<file path="src/rtl/cell_proc_driver.sv">
// Initiator for the cell processor port: pairs two pixel streams, issues
// operand pairs under FIFO credit, and returns results with backpressure.
module cell_proc_driver #(
    parameter int PIXEL_W    = 8,
    parameter int OPCODE_W   = 4,
    parameter int PROC_LAT   = 1,
    parameter int FIFO_DEPTH = 4,
    parameter int CNT_W      = 16
) (
    input  logic                clk,
    input  logic                rst,
    input  logic                cmd_valid,
    output logic                cmd_ready,
    input  logic [OPCODE_W-1:0] cmd_opcode,
    input  logic [PIXEL_W-1:0]  cmd_user,
    input  logic [CNT_W-1:0]    cmd_count,
    input  logic                a_valid,
    input  logic [PIXEL_W-1:0]  a_data,
    output logic                a_ready,
    input  logic                b_valid,
    input  logic [PIXEL_W-1:0]  b_data,
    output logic                b_ready,
    output logic [PIXEL_W-1:0]  pixelA,
    output logic [PIXEL_W-1:0]  pixelB,
    output logic [PIXEL_W-1:0]  userInput,
    output logic [OPCODE_W-1:0] opcode,
    input  logic [PIXEL_W-1:0]  processedPixel,
    output logic                res_valid,
    output logic [PIXEL_W-1:0]  res_data,
    output logic                res_last,
    input  logic                res_ready,
    output logic                busy,
    output logic                done
);

    localparam int PW = $clog2(FIFO_DEPTH);
    localparam int OW = PW + 1;

    typedef enum logic [1:0] {
        IDLE,
        RUN,
        DRAIN,
        FIN
    } stateType;

    stateType state, nextState;

    logic [CNT_W-1:0]  remaining;
    logic [OW-1:0]     inflight;
    logic [OW-1:0]     fifoCount;
    logic [OW:0]       used;
    logic [PW-1:0]     wrPtr;
    logic [PW-1:0]     rdPtr;
    logic [PROC_LAT:0] tagVld;
    logic [PROC_LAT:0] tagLast;
    logic [PIXEL_W:0]  mem [FIFO_DEPTH];
    logic [PIXEL_W:0]  head;
    logic              issue;
    logic              wrEn;
    logic              popEn;

    // Credit covers both buffered and still-in-flight results
    assign used  = {1'b0, inflight} + {1'b0, fifoCount};
    assign issue = (state == RUN) & a_valid & b_valid
                 & (remaining != '0)
                 & (used < (OW+1)'(FIFO_DEPTH));

    assign wrEn      = tagVld[PROC_LAT];
    assign res_valid = (fifoCount != '0);
    assign popEn     = res_valid & res_ready;
    assign head      = mem[rdPtr];
    assign res_data  = res_valid ? head[PIXEL_W-1:0] : '0;
    assign res_last  = res_valid & head[PIXEL_W];

    assign a_ready   = issue;
    assign b_ready   = issue;
    assign cmd_ready = (state == IDLE);
    assign busy      = (state != IDLE);
    assign done      = (state == FIN);

    always_comb begin
        nextState = state;
        unique case (state)
            IDLE:  if (cmd_valid)
                       nextState = (cmd_count == '0) ? FIN : RUN;
            RUN:   if (remaining == '0) nextState = DRAIN;
            DRAIN: if (popEn && head[PIXEL_W]) nextState = FIN;
            FIN:   nextState = IDLE;
            default: nextState = IDLE;
        endcase
    end

    always_ff @(posedge clk or negedge rst) begin
        if (!rst) begin
            state     <= IDLE;
            remaining <= '0;
            opcode    <= '0;
            userInput <= '0;
            pixelA    <= '0;
            pixelB    <= '0;
            tagVld    <= '0;
            tagLast   <= '0;
            inflight  <= '0;
            fifoCount <= '0;
            wrPtr     <= '0;
            rdPtr     <= '0;
        end else begin
            state <= nextState;
            if (state == IDLE && cmd_valid) begin
                opcode    <= cmd_opcode;
                userInput <= cmd_user;
                remaining <= cmd_count;
            end else if (issue) begin
                remaining <= remaining - CNT_W'(1);
            end
            if (issue) begin
                pixelA <= a_data;
                pixelB <= b_data;
            end
            tagVld[0]  <= issue;
            tagLast[0] <= issue & (remaining == CNT_W'(1));
            for (int i = 1; i <= PROC_LAT; i++) begin
                tagVld[i]  <= tagVld[i-1];
                tagLast[i] <= tagLast[i-1];
            end
            if (issue && !wrEn)
                inflight <= inflight + OW'(1);
            else if (!issue && wrEn)
                inflight <= inflight - OW'(1);
            if (wrEn && !popEn)
                fifoCount <= fifoCount + OW'(1);
            else if (!wrEn && popEn)
                fifoCount <= fifoCount - OW'(1);
            if (wrEn)
                wrPtr <= wrPtr + PW'(1);
            if (popEn)
                rdPtr <= rdPtr + PW'(1);
        end
    end

    always_ff @(posedge clk) begin
        if (wrEn)
            mem[wrPtr] <= {tagLast[PROC_LAT], processedPixel};
    end

endmodule

</file>
<file path="config.mk">
export PLATFORM = sky130hd
export DESIGN_NAME = cell_proc_driver
export DESIGN_NICKNAME = d
export VERILOG_FILES = /design/src/rtl/cell_proc_driver.sv
export SDC_FILE = /design/constraint.sdc
export NUM_CORES = 1
export LEC_CHECK = 0
export ABC_AREA = 1
export CORE_ASPECT_RATIO = 0.7
export CORE_MARGIN = 8
export CORE_UTILIZATION = 51
export CTS_CLUSTER_SIZE = 40
export DETAILED_ROUTE_END_ITERATION = 12
export PLACE_DENSITY = 0.8
export SYNTH_ARGS = -nofsm -noshare
export SYNTH_HDL_FRONTEND = slang
export SYNTH_SLANG_ARGS = --single-unit
</file>
<file path="constraint.sdc">
create_clock -name clk -period 2.7 [get_ports clk]
set_input_delay 0.405 -clock clk [delete_from_list [all_inputs] [get_ports clk]]
set_output_delay 0.405 -clock clk [all_outputs]
set_load 0.01 [all_outputs]
</file>
==> results.sh, run 1 <==
export IMPL_status="finished clean"
export IMPL_ctsHoldBuffers=0
export IMPL_post_route_min_period_ps=2565
export IMPL_fin_crit_sh=0.9501
export IMPL_floorplan_core_area_mm2=0.008999
export IMPL_cts_root_buf="sky130_fd_sc_hd__clkbuf_16"
export IMPL_utilization=0.6723
export IMPL_area_growth_pct=29.45
export IMPL_synth_net_count=603
export IMPL_ctsHtreeMaxLevel=3
export IMPL_placement_io_buffers=100
export IMPL_timing_clock_skew_ps=6.336
export IMPL_floorplan_die_width_um=130.4
export IMPL_fin_cells=760
export IMPL_grtUsageTotal=0.1892
export IMPL_cts_tree="built"
export IMPL_vdd_drop_max_uv=612.5
export IMPL_number_of_global_route_vias_before_repair=3848
export IMPL_critical_path_max_stage_delay_ps=550
export IMPL_placementRows=29
export IMPL_route_final_wire_length_um=11320
export IMPL_edff_count_synth=36
export IMPL_worst_skew_pair_late_latency_ps=340
export IMPL_design_die_area_mm2=0.01253
export IMPL_post_route_drc_count=0
export IMPL_synthesis_instances=529
export IMPL_maxSlewHeadroom=0.5904
export IMPL_clk_path_buf_depth=2
export IMPL_worst_pin_slew_ps=614.4
export IMPL_detail_route_first_pass_iterations=5
export IMPL_worst_ep_arrival_time_ps=2160
export IMPL_critical_path_slowest_cell="sky130_fd_sc_hd__clkdlybuf4s50_1"
export IMPL_max_cap_violations=0
export IMPL_synth_sequential_area_ratio=0.5526
export IMPL_final_layout_size_suffix_gt1_frac=0.05975
export IMPL_yosys_area_share_xor_xnor=0.01687
export IMPL_endpoint_kind="output port"
export IMPL_critical_path_buf_inv_count=2
export IMPL_crit_path_frequent_cell="sky130_fd_sc_hd__nand2_4"
export IMPL_final_setup_viol_count=0
export IMPL_cp_top_family="buffers and inverters"
export IMPL_total_leakage_power_nw=2.772
export IMPL_muxShareOfSynthArea=0.002410
export IMPL_synth_warn=0
export IMPL_routabilityCongestion=0.8911
export IMPL_fin_nets=705
export IMPL_power_density_cell_area_mw_per_mm2=1024
export IMPL_initialDrtViolationCount=296
export IMPL_grt_setup_unrepaired="false"
export IMPL_antenna_found_initial=0
export IMPL_main_combinational_cell_family_by_area_after_synthesis="simple AND/OR/NAND/NOR gates"
export IMPL_hold_slack_ps=81.04
export IMPL_grt_max_degree=45
export IMPL_numPlacedInstances=744
export IMPL_synth_compound_area_share=0.05301
export IMPL_grt_overflow_total=0
export IMPL_die_h_um=96.09
export IMPL_crit_path_max_fanout=6
export IMPL_synth_ff_latch_count=96
export IMPL_post_drt_wl_per_cell_um=14.89
export IMPL_route_antenna_remaining_nets=0
export IMPL_syn_area_mm2=0.004673
export IMPL_hold_class="in -> async"
export IMPL_start_util=0.5193
export IMPL_routed_via_count=3815
export IMPL_crit_reg2reg_launch="remaining[0]"
export IMPL_synth_async_sr_flop_share=0.6250
export IMPL_boundaryPins=101
export IMPL_path_cells="inv_1, ha_1, nand2_4, nor2_8, nand2_4, nand2_2, nor2_4, clkdlybuf4s50_1"
export IMPL_numCtsBuffers=9
export IMPL_maxSlewViolCount=0
export IMPL_hold_violations=0
export IMPL_synth_distinct_cells=31
export IMPL_ys_flop_type="sky130_fd_sc_hd__dfrtp_1"
export IMPL_clock_sinks=96
export IMPL_antenna_cells_inserted=0
export IMPL_synth_adder_area_share=0.04605
export IMPL_max_freq_mhz=389.8
export IMPL_avgSynthCellArea_um2=8.834
export IMPL_via_per_inst=5.020
export IMPL_finalSetupTns_ps=0
export IMPL_synth_simple_gate_area_share=0.2752
export IMPL_dpl_hpwl_um=8299
export IMPL_grt_pass1_wl_um=18590
export IMPL_clkTransAtPathRegs_ps=70
export IMPL_timing_critical_path_required_ps=2300
export IMPL_criticalPathCategory="reg -> out"
export IMPL_timing_critical_path_from_type="register"
export IMPL_critical_path_startpoint="remaining[0]"
worst register-to-register path, stage by stage, from the launching register on:
cell                      delay [ps]
sky130_fd_sc_hd__dfrtp_1         390
sky130_fd_sc_hd__inv_1           110
sky130_fd_sc_hd__ha_1            270
sky130_fd_sc_hd__nand2_4         140
sky130_fd_sc_hd__nor2_8           60
sky130_fd_sc_hd__nand2_4          90
sky130_fd_sc_hd__nand2_2          70
sky130_fd_sc_hd__nor2_4          120
sky130_fd_sc_hd__ha_1            160
sky130_fd_sc_hd__inv_1            70
sky130_fd_sc_hd__fa_1            390
sky130_fd_sc_hd__a21oi_1         170
sky130_fd_sc_hd__o21ai_0         130
sky130_fd_sc_hd__xnor2_1         140
logic make-up (layout without fill, tap and decap cells):
| logic type | count (synthesis) | in the layout |
|---|---|---|
| xor+xnor | 9 | 9 |
| flops | 96 | 96 |
| fa+ha+maj | 16 | 16 |
| compound gates | 46 | 46 |
| buf+inv | 56 | 163 |
| simple gates | 305 | 305 |
| mux | 1 | 1 |
cell type report:
type,instances,area (um^2)
multi-input combinational,377,1839
timing repair buffer,109,1066
clock inverter,7,38.79
clock buffer,9,225.2
sequential,96,2582
tap,124,155.1
inverter,38,142.6
fill,745,2949
per-layer routing:
layer | up-vias | track usage | wire, um | share of wire
met1 | 1790 | 0.2552 | 5251 | 0.46
met4 | 0 | 0.05709 | 117 | 0.010
met5 | - | 0 | 0 | 0
met2 | 122 | 0.2875 | 5085 | 0.45
met3 | 10 | 0.06087 | 866 | 0.077
li1 | 1893 | - | - | -
stage by stage:
step	instance area, um^2	power (mW)	setup slack (ps)
finish	6050	6.195	134.8
global route	6050	6.655	0.3471
CTS	6047	6.239	106.8
detailed placement	5783	5.063	89.34
floorplan	4673	3.858	203.6
global placement	5783	4.967	233.9
path summary, 6_finish.rpt:
check	endpoint	slack [ps]	cells past startpoint
min in group clk	tagVld[1]	350	0
min reg2reg	tagVld[1]	350	0
min	fifoCount[0]	80	1
max reg2reg	inflight[2]	260	13
max	a_ready	130	8
max in group asynchronous	remaining[11]	1920	2
sequential cells by signal, summed over array words and instances (netlist names):
register,count
fifoCount,3
mem,36
tagVld,2
pixelA,8
userInput,8
opcode,4
inflight,3
pixelB,8
wrPtr,2
state,2
rdPtr,2
remaining,16
tagLast,2
what timing repair did:
item | in CTS | in global routing
endpoints found under the setup margin | 0 | 2
hold endpoints to repair | 0 | 0
setup buffers | 0 | 0
resized for setup | 0 | 1
synthesized netlist by cell type, types with 2 or more instances:
| master | count | share of area |
|---|---|---|
| sky130_fd_sc_hd__nand3_1 | 44 | 0.047 |
| sky130_fd_sc_hd__xnor2_1 | 5 | 0.0094 |
| sky130_fd_sc_hd__clkinv_1 | 4 | 0.0032 |
| sky130_fd_sc_hd__fa_1 | 2 | 0.0086 |
| sky130_fd_sc_hd__nand2_2 | 3 | 0.0040 |
| sky130_fd_sc_hd__xor2_1 | 4 | 0.0075 |
| sky130_fd_sc_hd__nand2_4 | 2 | 0.0048 |
| sky130_fd_sc_hd__nand2_1 | 178 | 0.14 |
| sky130_fd_sc_hd__o21ai_0 | 28 | 0.030 |
| sky130_fd_sc_hd__edfxtp_1 | 36 | 0.23 |
| sky130_fd_sc_hd__buf_6 | 3 | 0.0072 |
| sky130_fd_sc_hd__nor2_1 | 69 | 0.055 |
| sky130_fd_sc_hd__a21oi_1 | 12 | 0.013 |
| sky130_fd_sc_hd__o21ai_2 | 2 | 0.0037 |
| sky130_fd_sc_hd__inv_1 | 34 | 0.027 |
| sky130_fd_sc_hd__o21bai_1 | 2 | 0.0032 |
| sky130_fd_sc_hd__nor2_4 | 3 | 0.0072 |
| sky130_fd_sc_hd__buf_2 | 3 | 0.0032 |
| sky130_fd_sc_hd__ha_1 | 14 | 0.037 |
| sky130_fd_sc_hd__dfrtp_1 | 60 | 0.32 |
| sky130_fd_sc_hd__buf_4 | 4 | 0.0064 |
| sky130_fd_sc_hd__clkbuf_1 | 8 | 0.0064 |
power by group:
part	switching, mW	internal (mW)
sequential	0.342	1.90
combinational	1.52	1.29
clock	0.530	0.613
total	2.39	3.81
placed cells by master, fill, tap and decap left out, drive strengths merged:
master	instances
buf	10
inv	34
a31oi	1
xor2	4
a21oi	13
clkinv	9
edfxtp	36
clkdlybuf4s50	98
or2	1
fa	2
ha	14
nand3	45
nand3b	1
o21bai	2
mux2	1
nand4	1
o21ai	30
dlymetal6s2s	1
clkinvlp	2
clkbuf	9
nand2	183
nor2	74
xnor2	5
dfrtp	60
Power figures use the tool's default switching activity.
==> inputs of run 2 (changes only) <==
- HOLD_SLACK_MARGIN: not set -> 0.08
==> results of run 2 <==
Final layout, timing and power as in run 1 (identical DEF).
